## src/rtl/wash_actuator_driver.sv

```systemverilog
// Output stage for the washing-machine controller: drives valves and motor relays
// with dead-time, minimum on-time, valve exclusion, overfill and fill-watchdog protection.
module wash_actuator_driver #(
    parameter int unsigned DEAD_TIME    = 5,
    parameter int unsigned MIN_ON       = 10,
    parameter int unsigned FILL_TIMEOUT = 600,
    parameter int unsigned CNT_W        = 10
) (
    input  logic       clk,
    input  logic       rst,
    input  logic       ctrl_fill,
    input  logic       ctrl_release,
    input  logic       ctrl_forward,
    input  logic       ctrl_reverse,
    input  logic       level_full,
    input  logic       fault_clr,
    output logic       valve_in,
    output logic       valve_out,
    output logic       motor_fwd,
    output logic       motor_rev,
    output logic       fault,
    output logic [1:0] fault_code
);

    typedef enum logic [1:0] {
        IDLE,
        FWD,
        REV,
        DEAD
    } motor_state_t;

    localparam logic [CNT_W-1:0] ON_LAST   = CNT_W'(MIN_ON - 1);
    localparam logic [CNT_W-1:0] DEAD_LAST = CNT_W'(DEAD_TIME - 1);
    localparam logic [CNT_W-1:0] FILL_LAST = CNT_W'(FILL_TIMEOUT - 1);

    motor_state_t     state, state_next;
    logic [CNT_W-1:0] fill_cnt;
    logic [CNT_W-1:0] on_cnt;
    logic [CNT_W-1:0] dead_cnt;

    logic       fwd_req, rev_req;
    logic       motor_conflict, valve_conflict, fill_expire;
    logic       on_done, clear_ok;
    logic [1:0] cause_code;

    always_comb begin
        fwd_req        = ctrl_forward & ~ctrl_reverse;
        rev_req        = ctrl_reverse & ~ctrl_forward;
        motor_conflict = ctrl_forward & ctrl_reverse;
        valve_conflict = ctrl_fill & ctrl_release;
        // Expire on the edge that would bring fill_cnt to FILL_TIMEOUT, so the
        // valve closes on that same edge and stays open exactly FILL_TIMEOUT cycles.
        fill_expire    = valve_in && (fill_cnt == FILL_LAST);
        on_done        = (on_cnt >= ON_LAST);
        clear_ok       = fault && fault_clr && (state == IDLE) &&
                         !(ctrl_fill || ctrl_release || ctrl_forward || ctrl_reverse);

        cause_code = 2'd0;
        if (motor_conflict)      cause_code = 2'd3;
        else if (fill_expire)    cause_code = 2'd2;
        else if (valve_conflict) cause_code = 2'd1;

        state_next = state;
        unique case (state)
            IDLE: begin
                if (!fault) begin
                    if (fwd_req)      state_next = FWD;
                    else if (rev_req) state_next = REV;
                end
            end
            FWD: begin
                if (fault || (!fwd_req && on_done)) state_next = DEAD;
            end
            REV: begin
                if (fault || (!rev_req && on_done)) state_next = DEAD;
            end
            DEAD: begin
                if (dead_cnt == DEAD_LAST) begin
                    if (fault)        state_next = IDLE;
                    else if (fwd_req) state_next = FWD;
                    else if (rev_req) state_next = REV;
                    else              state_next = IDLE;
                end
            end
            default: state_next = IDLE;
        endcase
    end

    always_ff @(posedge clk) begin
        if (rst) begin
            state      <= IDLE;
            fill_cnt   <= '0;
            on_cnt     <= '0;
            dead_cnt   <= '0;
            valve_in   <= 1'b0;
            valve_out  <= 1'b0;
            motor_fwd  <= 1'b0;
            motor_rev  <= 1'b0;
            fault      <= 1'b0;
            fault_code <= 2'd0;
        end else begin
            state     <= state_next;
            valve_in  <= ctrl_fill & ~ctrl_release & ~level_full & ~fault & ~fill_expire;
            valve_out <= ctrl_release & ~ctrl_fill & ~fault;
            motor_fwd <= (state_next == FWD);
            motor_rev <= (state_next == REV);
            fill_cnt  <= valve_in ? fill_cnt + 1'b1 : '0;

            // on_cnt saturates at MIN_ON-1: beyond that only "done" matters.
            if ((state == FWD || state == REV) && state_next == state)
                on_cnt <= on_done ? on_cnt : on_cnt + 1'b1;
            else
                on_cnt <= '0;

            if (state == DEAD && state_next == DEAD)
                dead_cnt <= dead_cnt + 1'b1;
            else
                dead_cnt <= '0;

            if (fault) begin
                if (clear_ok) begin
                    fault      <= 1'b0;
                    fault_code <= 2'd0;
                end
            end else if (cause_code != 2'd0) begin
                fault      <= 1'b1;
                fault_code <= cause_code;
            end
        end
    end

endmodule

```

## config.mk

```make
export PLATFORM = sky130hd
export DESIGN_NAME = wash_actuator_driver
export DESIGN_NICKNAME = d
export VERILOG_FILES = /design/src/rtl/wash_actuator_driver.sv
export SDC_FILE = /design/constraint.sdc
export NUM_CORES = 1
export LEC_CHECK = 0
export BUFFER_PORTS_ARGS = -buffer_cell sky130_fd_sc_hd__buf_4
export CORE_ASPECT_RATIO = 0.75
export CORE_UTILIZATION = 30
export CTS_CLUSTER_DIAMETER = 30
export DETAILED_ROUTE_END_ITERATION = 12
export GPL_ROUTABILITY_DRIVEN = 0
export HOLD_SLACK_MARGIN = 0.05
export RECOVER_POWER = 100
export SYNTH_ARGS = -nofsm -noshare
export SYNTH_HDL_FRONTEND = slang
export SYNTH_SLANG_ARGS = --single-unit
```

## constraint.sdc

```tcl
create_clock -name clk -period 4.9 [get_ports clk]
set_input_delay 0.245 -clock clk [delete_from_list [all_inputs] [get_ports clk]]
set_output_delay 0.245 -clock clk [all_outputs]
set_load 0.005 [all_outputs]
```

==> run_results.csv, run 1 <==
group,metric,value,unit
clocking,clk_latency,290,ps
sta,maxSlewViolCount,0,
sta,fin_setup_tns,0,ps
logic_synthesis,synth_edf_count,0,
sta,setup_slack,1700,ps
final_layout,post-route-util,35.1,%
drt,final_antenna_net_count,0,
floorplan,die_w,95.7,um
floorplan,die_y,72.3,um
sta,tightest_slew,1240,ps
clocking,cts_buffer_depth,2,
final_layout,num_antenna_cells,0,
floorplan,boundaryPins,15,
min_path,hold_end,"valve_out",
floorplan,die-area,6920,um^2
clocking,clock_sinks,39,
clocking,cts.clk_slew.worst_paths,80,ps
worst_setup_path,crit_required,5120,ps
status,status,"complete, no violations",
drt,drt-vias-per-instance,4.76,
placement,hpwlAfterDp,2680,um
logic_synthesis,synthSimpleGateAreaFrac,30.2,%
clocking,ctsResizeCount,0,
power_and_ir_drop,vdd_drop_max,0.000229,V
drt,first_pass_iters,4,
logic_synthesis,synth_nets,237,
placement,pre_cts_ws,2440,ps
floorplan,rows,25,
worst_setup_path,cp-start-kind,"flop",
logic_synthesis,synth-compound-area-share,9.75,%
logic_synthesis,synth.area.mux_share,1.01,%
logic_synthesis,postSynthAreaPerCell,9.07,um^2
logic_synthesis,yosysWarnings,0,
placement,port-buffer-count,14,
final_layout,syn_to_final_growth,12.2,%
worst_setup_path,worst_setup_path_end_kind,"flop",
worst_setup_path,rr_worst_depth,8,
clocking,cts_made_buffers,5,
drt,drtIter0Drc,58,
drt,wirelength,3850,um
sta,fmax,0.312,GHz
final_layout,nFillCells,675,
clocking,cts_tree,"built",
final_layout,drive_above_1_share,12.9,%
final_layout,layout_common_cells,"dfxtp_1 (39), nor2_1 (32), nand2_1 (23)",
worst_setup_path,path_max_fanout,10,
drt,drc,0,
floorplan,coreArea,6320,um^2
power_and_ir_drop,p_leak,0.836,nW
worst_setup_path,r2r_end,"dead_cnt[0]",
logic_synthesis,yosysUniqueCellTypes,47,
logic_synthesis,synth_area,1980,um^2
floorplan,start_util,31.3,%
global_route,track_usage,12.3,%
sta,period_minus_slack,3200,ps
min_path,hold_start,"ctrl_fill",
logic_synthesis,synth_top_family_by_area,"simple AND/OR/NAND/NOR gates",
final_layout,nets,251,
sta,final_hold_viol_count,0,
power_and_ir_drop,powerDensity,399,nW/um^2
power_and_ir_drop,total_power,0.000884,W
logic_synthesis,synthAdderAreaFrac,6.96,%
min_path,min_path_type,"input pin to flop",
clocking,cts-root-buf,"clkbuf_8",
global_route,grt_pass1_wl,6510,um
sta,grt_setup_unrepaired,"no",
clocking,cts_setup_buffers,0,
worst_setup_path,worstReg2RegStart,"on_cnt[0]",
sta,skew,7.79,ps
sta,final-setup-viol-count,0,
sta,slew-limit-headroom,16.0,%
worst_setup_path,r2r_slack,1700,ps
worst_setup_path,worstPathArrival,3420,ps
min_path,hold_path_depth,2,
logic_synthesis,async_flop_share,0,%
global_route,grt_pass1_vias,1349,
logic_synthesis,synth-xor-area-share,8.80,%
logic_synthesis,syn_inst,218,
drt,via_count,1496,
global_route,antenna_found_initial,0,
worst_setup_path,crit_type,"flop to flop",
logic_synthesis,yosysSeqAreaShare,39.5,%
global_route,grt_overflow,0,
flow_run,drv_cap,0,
drt,avgRoutedWirePerCell,12.3,um
clocking,hold_buffers,0,
final_layout,layout_commonest_cell,"dfxtp_1",
logic_synthesis,synth_ff_type,"dfxtp_1",
global_route,grt_max_degree,15,
logic_synthesis,ys_seq_elements,39,
sta,finalCritPeriodShare,65.3,%
clocking,htree_levels,2,
## metrics by stage
| stage | hold WS, ps | instance area (um^2) | cells |
|---|---|---|---|
| floorplan | 324 | 1980 | 218 |
| CTS | 143 | 2260 | 314 |
| finish | 151 | 2220 | 314 |
| detailed placement | 433 | 2150 | 306 |
| global placement | 430 | 2150 | 306 |
| global route | 147 | 2220 | 314 |
## power by group
| group | switching (W) | total, W | internal [W] |
|---|---|---|---|
| Combinational | 0.000157 | 0.000243 | 0.0000860 |
| Sequential | 0.0000256 | 0.000360 | 0.000335 |
| Clock | 0.000116 | 0.000281 | 0.000165 |
## critical path, stage by stage, from the launching register on
cell	delay [ps]
dfxtp_1	430
inv_1	70
ha_1	180
nor2b_1	120
o311ai_0	1000
o311ai_0	230
a32o_1	350
or3_1	520
nor3b_1	230
## per-layer routing
metal,up-vias,part of all wire (%),track usage (%)
li1,773,-,-
met1,704,59,19.1
met3,4,3.4,4.09
met2,15,37,15.4
met5,-,0,0
met4,0,0.73,3.81
## area by class of cell
cell class	instances	area [um^2]	share of cell area, %
sequential	39	781	35.2
clock inverter	2	35.0	1.58
multi-input combinational	162	1080	48.6
tap	81	101	4.57
timing repair buffer	14	101	4.57
inverter	10	37.5	1.69
clock buffer	6	82.6	3.72
## synth_stat cells, drive strengths merged (2+ instances only)
cell | n | area (um^2)
clkbuf | 5 | 28.8
nor4 | 3 | 33.8
nor2b | 2 | 12.5
nand3 | 14 | 70.1
nor2 | 32 | 120
xnor2 | 8 | 77.6
xor2 | 11 | 96.3
or3 | 2 | 12.5
dfxtp | 39 | 781
a31oi | 3 | 18.8
nor4b | 4 | 47.6
nor3b | 3 | 22.5
o311ai | 2 | 35.0
ha | 11 | 138
a21oi | 2 | 10.0
and3 | 7 | 43.8
nand2 | 23 | 86.3
nor3 | 11 | 55.1
mux2i | 2 | 20.0
o21ai | 4 | 20.0
buf | 2 | 8.75
inv | 10 | 37.5
and2 | 2 | 13.8
## logic make-up after synthesis
| group | Yosys count |
|---|---|
| DFF | 39 |
| buffers and inverters | 17 |
| xor gates and xnor gates | 19 |
| and+or+nand+nor | 112 |
| AOI/OAI and AO/OA | 18 |
| adders and majority gates | 11 |
| muxes | 2 |
## worst max-delay path by stage
stage | start | endpoint | cells past startpoint
final | on_cnt[0] | dead_cnt[0] | 8
after global routing | on_cnt[0] | dead_cnt[0] | 8
after detailed placement | on_cnt[0] | dead_cnt[0] | 8
after CTS | on_cnt[0] | dead_cnt[0] | 8
after floorplan | on_cnt[0] | dead_cnt[0] | 9
after global placement | on_cnt[0] | dead_cnt[0] | 8
## flip-flops by register name (all words and copies together) (netlist names)
register / cells
fill_cnt: 10
fault: 1
valve_in: 1
dead_cnt: 10
motor_rev: 1
motor_fwd: 1
state: 2
fault_code: 2
valve_out: 1
on_cnt: 10
Power figures use the tool's default switching activity.
==> inputs of run 2 (changes only) <==
ABC_AREA = 1   (was default)
clock period = 3.2 ns   (was 4.9 ns; I/O delays follow)
==> run 2 against run 1 <==
Setup slack got worse by 500 ps. Cell count increased by 10%. Register-to-register slack got worse by 500 ps. Routed wire length decreased by 2.3%. Largest cell class unchanged.
==> run_results.csv, run 2 <==
group,metric,value,unit
floorplan,boundaryPins,15,
global_route,grt_max_degree,13,
logic_synthesis,synth_commonest_cells,"dfxtp_1 (39), nor2_1 (34), nand2_1 (32)",
floorplan,die_w,96.1,um
final_layout,layout_common_cells,"dfxtp_1 (39), nand2_1 (35), nor2_1 (34)",
power_and_ir_drop,pwr-share-seq,39.7,%
final_layout,multiInputGateArea,963,um^2
global_route,grt_overflow,0,
logic_synthesis,synth_top_area_share,39.2,%
worst_setup_path,worst_setup_path_end_kind,"flop",
power_and_ir_drop,net-switching-power,0.000492,W
final_layout,reg_top3,"dead_cnt: 10 flops, fill_cnt: 10 flops, on_cnt: 10 flops",
worst_setup_path,crit_chain,"inv_1 > ha_1 > o21ai_0 > nand2_2 > nand2_2 > nand2_1 > nand2_1 > nand3_1 > nand2_1 > inv_2 > nand2_1 > nor3_1",
power_and_ir_drop,total_power,0.00140,W
logic_synthesis,synth_top_cell_by_area,"dfxtp_1",
power_and_ir_drop,power_frac_clock,30.1,%
floorplan,rows,25,
worst_setup_path,critPathSlowestCell,"dfxtp_1",
sta,period_minus_slack,2000,ps
drt,final_antenna_net_count,0,
power_and_ir_drop,vdd_drop_max,0.000229,V
global_route,grt_pass1_vias,1468,
logic_synthesis,synth_area,1990,um^2
final_layout,post-route-util,34.5,%
final_layout,nFillCells,689,
final_layout,num_antenna_cells,0,
clocking,htree_levels,2,
power_and_ir_drop,swShare,35.2,%
placement,port-buffer-count,14,
worst_setup_path,cpMostUsedCell,"nand2_1",
clocking,cts_setup_buffers,0,
logic_synthesis,synth_nets,264,
min_path,min_path_type,"input pin to flop",
final_layout,drive_above_1_share,14.0,%
logic_synthesis,ys_seq_elements,39,
sta,maxSlewViolCount,0,
logic_synthesis,yosysWarnings,0,
worst_setup_path,crit_required,3350,ps
global_route,track_usage,11.5,%
sta,fmax,0.501,GHz
power_and_ir_drop,powerDensity,637,nW/um^2
drt,avgRoutedWirePerCell,10.9,um
final_layout,layout_commonest_cell,"dfxtp_1",
worst_setup_path,cpPeakStageDelay,360,ps
clocking,ctsResizeCount,0,
worst_setup_path,critPathTopFamily,"simple AND/OR/NAND/NOR gates",
worst_setup_path,cp-start-kind,"flop",
sta,grt_setup_unrepaired,"no",
power_and_ir_drop,comb_power_share,30.2,%
clocking,clock_sinks,39,
clocking,cts_made_buffers,5,
worst_setup_path,worstPathArrival,2150,ps
sta,final_hold_viol_count,0,
logic_synthesis,yosysMostFrequentCell,"dfxtp_1",
drt,first_pass_iters,4,
flow_run,drv_cap,0,
placement,hpwlAfterDp,2840,um
drt,wirelength,3760,um
placement,pre_cts_ws,1440,ps
logic_synthesis,synth_ff_type,"dfxtp_1",
logic_synthesis,postSynthAreaPerCell,8.13,um^2
logic_synthesis,synth_edf_count,0,
global_route,grt_pass1_wl,6310,um
clocking,cts-root-buf,"clkbuf_8",
logic_synthesis,yosysSeqAreaShare,39.2,%
final_layout,seqCellArea,781,um^2
clocking,clk_latency,280,ps
logic_synthesis,syn_inst,245,
sta,skew,8.65,ps
sta,slew-limit-headroom,72.2,%
final_layout,syn_to_final_growth,10.1,%
sta,finalCritPeriodShare,62.4,%
logic_synthesis,async_flop_share,0,%
clocking,hold_buffers,0,
drt,drt-vias-per-instance,4.57,
worst_setup_path,path_buf_inv,2,
floorplan,coreArea,6350,um^2
logic_synthesis,yosysUniqueCellTypes,28,
drt,via_count,1581,
floorplan,start_util,31.3,%
worst_setup_path,path_max_fanout,12,
drt,drtIter0Drc,87,
clocking,cts_tree,"built",
logic_synthesis,synth.area.top_cells,"dfxtp_1 (39%), nor3_2 (9.1%), ha_1 (6.9%), nor2_1 (6.4%), nand2_1 (6.0%)",
status,status,"complete, no violations",
sta,final-setup-viol-count,0,
sta,setup_slack,1200,ps
clocking,cts_buffer_depth,2,
floorplan,die_y,72.5,um
sta,tightest_slew,416,ps
global_route,antenna_found_initial,0,
drt,drc,0,
final_layout,nets,283,
worst_setup_path,crit_type,"flop to flop",
sta,fin_setup_tns,0,ps
clocking,cts.clk_slew.worst_paths,80,ps
power_and_ir_drop,p_int,0.000904,W
power_and_ir_drop,p_leak,0.875,nW
floorplan,die-area,6970,um^2
[run 2: cell count changes in the layout (fill, tap and decap cells not counted), moves of 6 or more]
cell / previous run / this run
a21oi_1: 2 / 8
and3_1: 7 / 1
inv_1: 10 / 31
nand2_1: 23 / 35
nand3_1: 14 / 21
nor3_1: 11 / 21
[run 2: kinds of logic after synthesis]
| kind of cell | share of synthesized area, % |
|---|---|
| AND/OR/NAND/NOR | 37.6 |
| flip-flops | 39.2 |
| buffers and inverters | 6.98 |
| AO/OA/AOI/OAI | 4.84 |
| adder cells (fa/ha/maj) | 6.91 |
| XOR/XNOR | 4.40 |
[run 2: worst paths after layout]
path                         to  slack [ps]  depth (start not counted)       from
setup / recovery    dead_cnt[8]        1200                         12  on_cnt[1]
hold / removal    fault_code[0]         110                          2        rst
hold reg to reg       on_cnt[6]         440                          2  on_cnt[6]
setup reg to reg    dead_cnt[8]        1200                         12  on_cnt[1]
[run 2: final cells by class]
cell class,instances,share of cell area (%)
Multi-Input combinational cell,171,43.9
Inverter,33,5.65
Sequential cell,39,35.6
Clock buffer,6,3.77
Tap cell,81,4.62
Timing Repair Buffer,14,4.79
Clock inverter,2,1.60
[run 2: layer usage]
metal | share of wire [%] | vias up | GRT usage, %
li1 | - | 827 | -
met5 | 0 | - | 0
met4 | 0.67 | 0 | 3.48
met3 | 6.6 | 4 | 2.73
met1 | 51 | 703 | 16.0
met2 | 41 | 47 | 17.4
[run 2: power groups by stage]
stage / combinational, W / clock [W] / sequential, W
after detailed placement: 0.000503 / 0 / 0.000564
after CTS: 0.000505 / 0.000432 / 0.000554
final: 0.000421 / 0.000420 / 0.000554
after global placement: 0.000493 / 0 / 0.000566
after floorplan: 0.000406 / 0 / 0.000556
after global routing: 0.000474 / 0.000451 / 0.000559
[run 2: per-stage QoR]
stage | std cells | hold slack (ps) | area, um^2
CTS | 346 | 109 | 2300
finish | 346 | 110 | 2190
floorplan | 245 | 299 | 1990
global route | 346 | 107 | 2190
global placement | 338 | 412 | 2180
detailed placement | 338 | 422 | 2180
==> inputs of run 3 (changes only) <==
clock period = 1.6 ns   (was 3.2 ns; I/O delays follow)
==> run 3 against run 2 <==
The flow now finishes with violations (setup timing). Clock power is 70% higher. Setup slack worse by 1300 ps. Design area is 23% higher. Clock-buffer cell count is 1 lower. Cell count is 8.7% higher. Highest routed layer unchanged. Clock skew is 4.1 ps higher. Combinational power grew to 4.1 times the previous value. Largest cell class unchanged. Worst hold slack worse by 27 ps. Sequential power is 99% higher. Global-route usage is 2.1 points higher. Register-to-register slack worse by 1300 ps.
==> run_results.csv, run 3 (synthesis gave the netlist of run 2 again) <==
group,metric,value,unit
status,status,"finished, violations left",
status,violations,"setup timing",
drt,final_antenna_net_count,0,
global_route,antenna_found_initial,0,
drt,drt-vias-per-instance,4.55,
global_route,grt_max_degree,15,
floorplan,die_w,96.1,um
final_layout,layout_commonest_cell,"dfxtp_1",
global_route,grt_overflow,0,
power_and_ir_drop,vdd_drop_max,0.000456,V
final_layout,nets,313,
sta,setup_slack,-61.2,ps
floorplan,die_y,72.5,um
clocking,clock_sinks,39,
sta,final_hold_viol_count,0,
floorplan,die-area,6970,um^2
worst_setup_path,path_buf_inv,1,
worst_setup_path,crit_chain,"inv_4 > ha_4 > o21ai_4 > nand2_2 > nand2_1 > nand2_1 > nand2_2 > nand3_4 > nand3_4 > nand3_4 > nor3_2",
clocking,htree_levels,2,
final_layout,multiInputGateArea,1280,um^2
flow_run,drv_cap,0,
sta,fin_setup_tns,-248,ps
final_layout,nFillCells,645,
sta,final-setup-viol-count,10,
sta,maxSlewViolCount,0,
final_layout,post-route-util,42.5,%
global_route,grt_pass1_wl,7210,um
sta,finalCritPeriodShare,104,%
sta,tightest_slew,369,ps
clocking,clk_latency,300,ps
final_layout,num_antenna_cells,0,
worst_setup_path,worst_setup_path_end_kind,"flop",
power_and_ir_drop,p_leak,1.01,nW
clocking,cts.clk_slew.worst_paths,90,ps
worst_setup_path,worstPathArrival,1890,ps
global_route,track_usage,13.5,%
final_layout,reg_top3,"dead_cnt: 10 flops, fill_cnt: 10 flops, on_cnt: 10 flops",
sta,fmax,0.602,GHz
sta,slew-limit-headroom,75.4,%
floorplan,boundaryPins,15,
drt,via_count,1710,
floorplan,start_util,31.3,%
final_layout,seqCellArea,787,um^2
sta,grt_setup_unrepaired,"yes",
worst_setup_path,cpMostUsedCell,"nand3_4",
final_layout,layout_common_cells,"dfxtp_1 (36), nor2_1 (30), nand2_1 (30), buf_4 (30), inv_1 (26)",
drt,first_pass_iters,4,
clocking,cts-root-buf,"clkbuf_8",
drt,wirelength,4700,um
min_path,min_path_type,"input pin to flop",
worst_setup_path,r2r_slack,-60,ps
placement,port-buffer-count,14,
clocking,cts_buffer_depth,2,
worst_setup_path,critPathSlowestCell,"dfxtp_2",
worst_setup_path,crit_required,1830,ps
clocking,cts_tree,"built",
worst_setup_path,crit_type,"flop to flop",
sta,period_minus_slack,1660,ps
worst_setup_path,path_max_fanout,5,
floorplan,coreArea,6350,um^2
drt,avgRoutedWirePerCell,12.5,um
clocking,cts_made_buffers,5,
worst_setup_path,cpPeakStageDelay,360,ps
final_layout,syn_to_final_growth,35.7,%
placement,hpwlAfterDp,2910,um
worst_setup_path,critPathTopFamily,"simple AND/OR/NAND/NOR gates",
power_and_ir_drop,total_power,0.00352,W
final_layout,drive_above_1_share,36.3,%
drt,drtIter0Drc,48,
power_and_ir_drop,powerDensity,1300,nW/um^2
sta,skew,12.7,ps
global_route,grt_pass1_vias,1563,
sta,holdWs,82.6,ps
worst_setup_path,cp-start-kind,"flop",
drt,drc,0,
floorplan,rows,25,
## run 3: cell types whose count changed in the layout (fill, tap and decap cells not counted), moves of 4 or more
cell | previous run | this run
nor3_2 | 3 | 20
nand2_1 | 35 | 30
nor3_1 | 21 | 4
nand2_8 | 0 | 4
nor2_1 | 34 | 30
nand3_4 | 1 | 5
inv_1 | 31 | 26
inv_4 | 0 | 4
buf_4 | 7 | 30
## run 3: repair_timing
item | CTS | global route
endpoints found under the hold margin | 6 | 0
setup buffers | 6 | 1
endpoints found under the setup margin | 23 | 25
cloned | 3 | 1
hold buffers | 3 | 0
gates resized for setup | 22 | 22
pin swaps | 8 | 19
## run 3: final timing paths
check,startpoint,end,cells past startpoint
min,level_full,valve_in,3
min reg2reg,on_cnt[5],on_cnt[5],2
max reg2reg,on_cnt[1],on_cnt[8],11
max,on_cnt[1],on_cnt[8],11
## run 3: routing by layer
| metal | up-vias | GRT usage (%) | routed length, um |
|---|---|---|---|
| li1 | 896 | - | - |
| met2 | 25 | 20.3 | 2080 |
| met4 | 0 | 5.47 | 80 |
| met1 | 781 | 18.7 | 2410 |
| met5 | - | 0 | 0 |
| met3 | 8 | 2.83 | 127 |
## run 3: where the power goes
part / internal [W] / leakage (nW) / switching (W)
clock: 0.000312 / 0.0408 / 0.000401
sequential: 0.00104 / 0.318 / 0.0000566
combinational: 0.000593 / 0.654 / 0.00112
total: 0.00195 / 1.01 / 0.00158
## run 3: layout make-up
class                           instances  area share [%]
Multi-Input combinational cell        175            47.5
Timing Repair Buffer                   40            11.3
Sequential cell                        39            29.1
Clock buffer                            5            2.55
Clock inverter                          3           0.880
Tap cell                               81            3.75
Inverter                               33            4.96
## run 3: through the flow
step	std cells	instance area [um^2]	worst slack, ps
final	376	2700	-61.2
after floorplan	245	1990	49.7
after global routing	376	2700	-162
after detailed placement	354	2300	-89.0
after global placement	354	2300	-52.0
after CTS	374	2590	-20.8
## run 3: worst min-delay path, cell delays in order
cell and delay, ps:
buf_4 80, nor3_1 30, and3_1 160
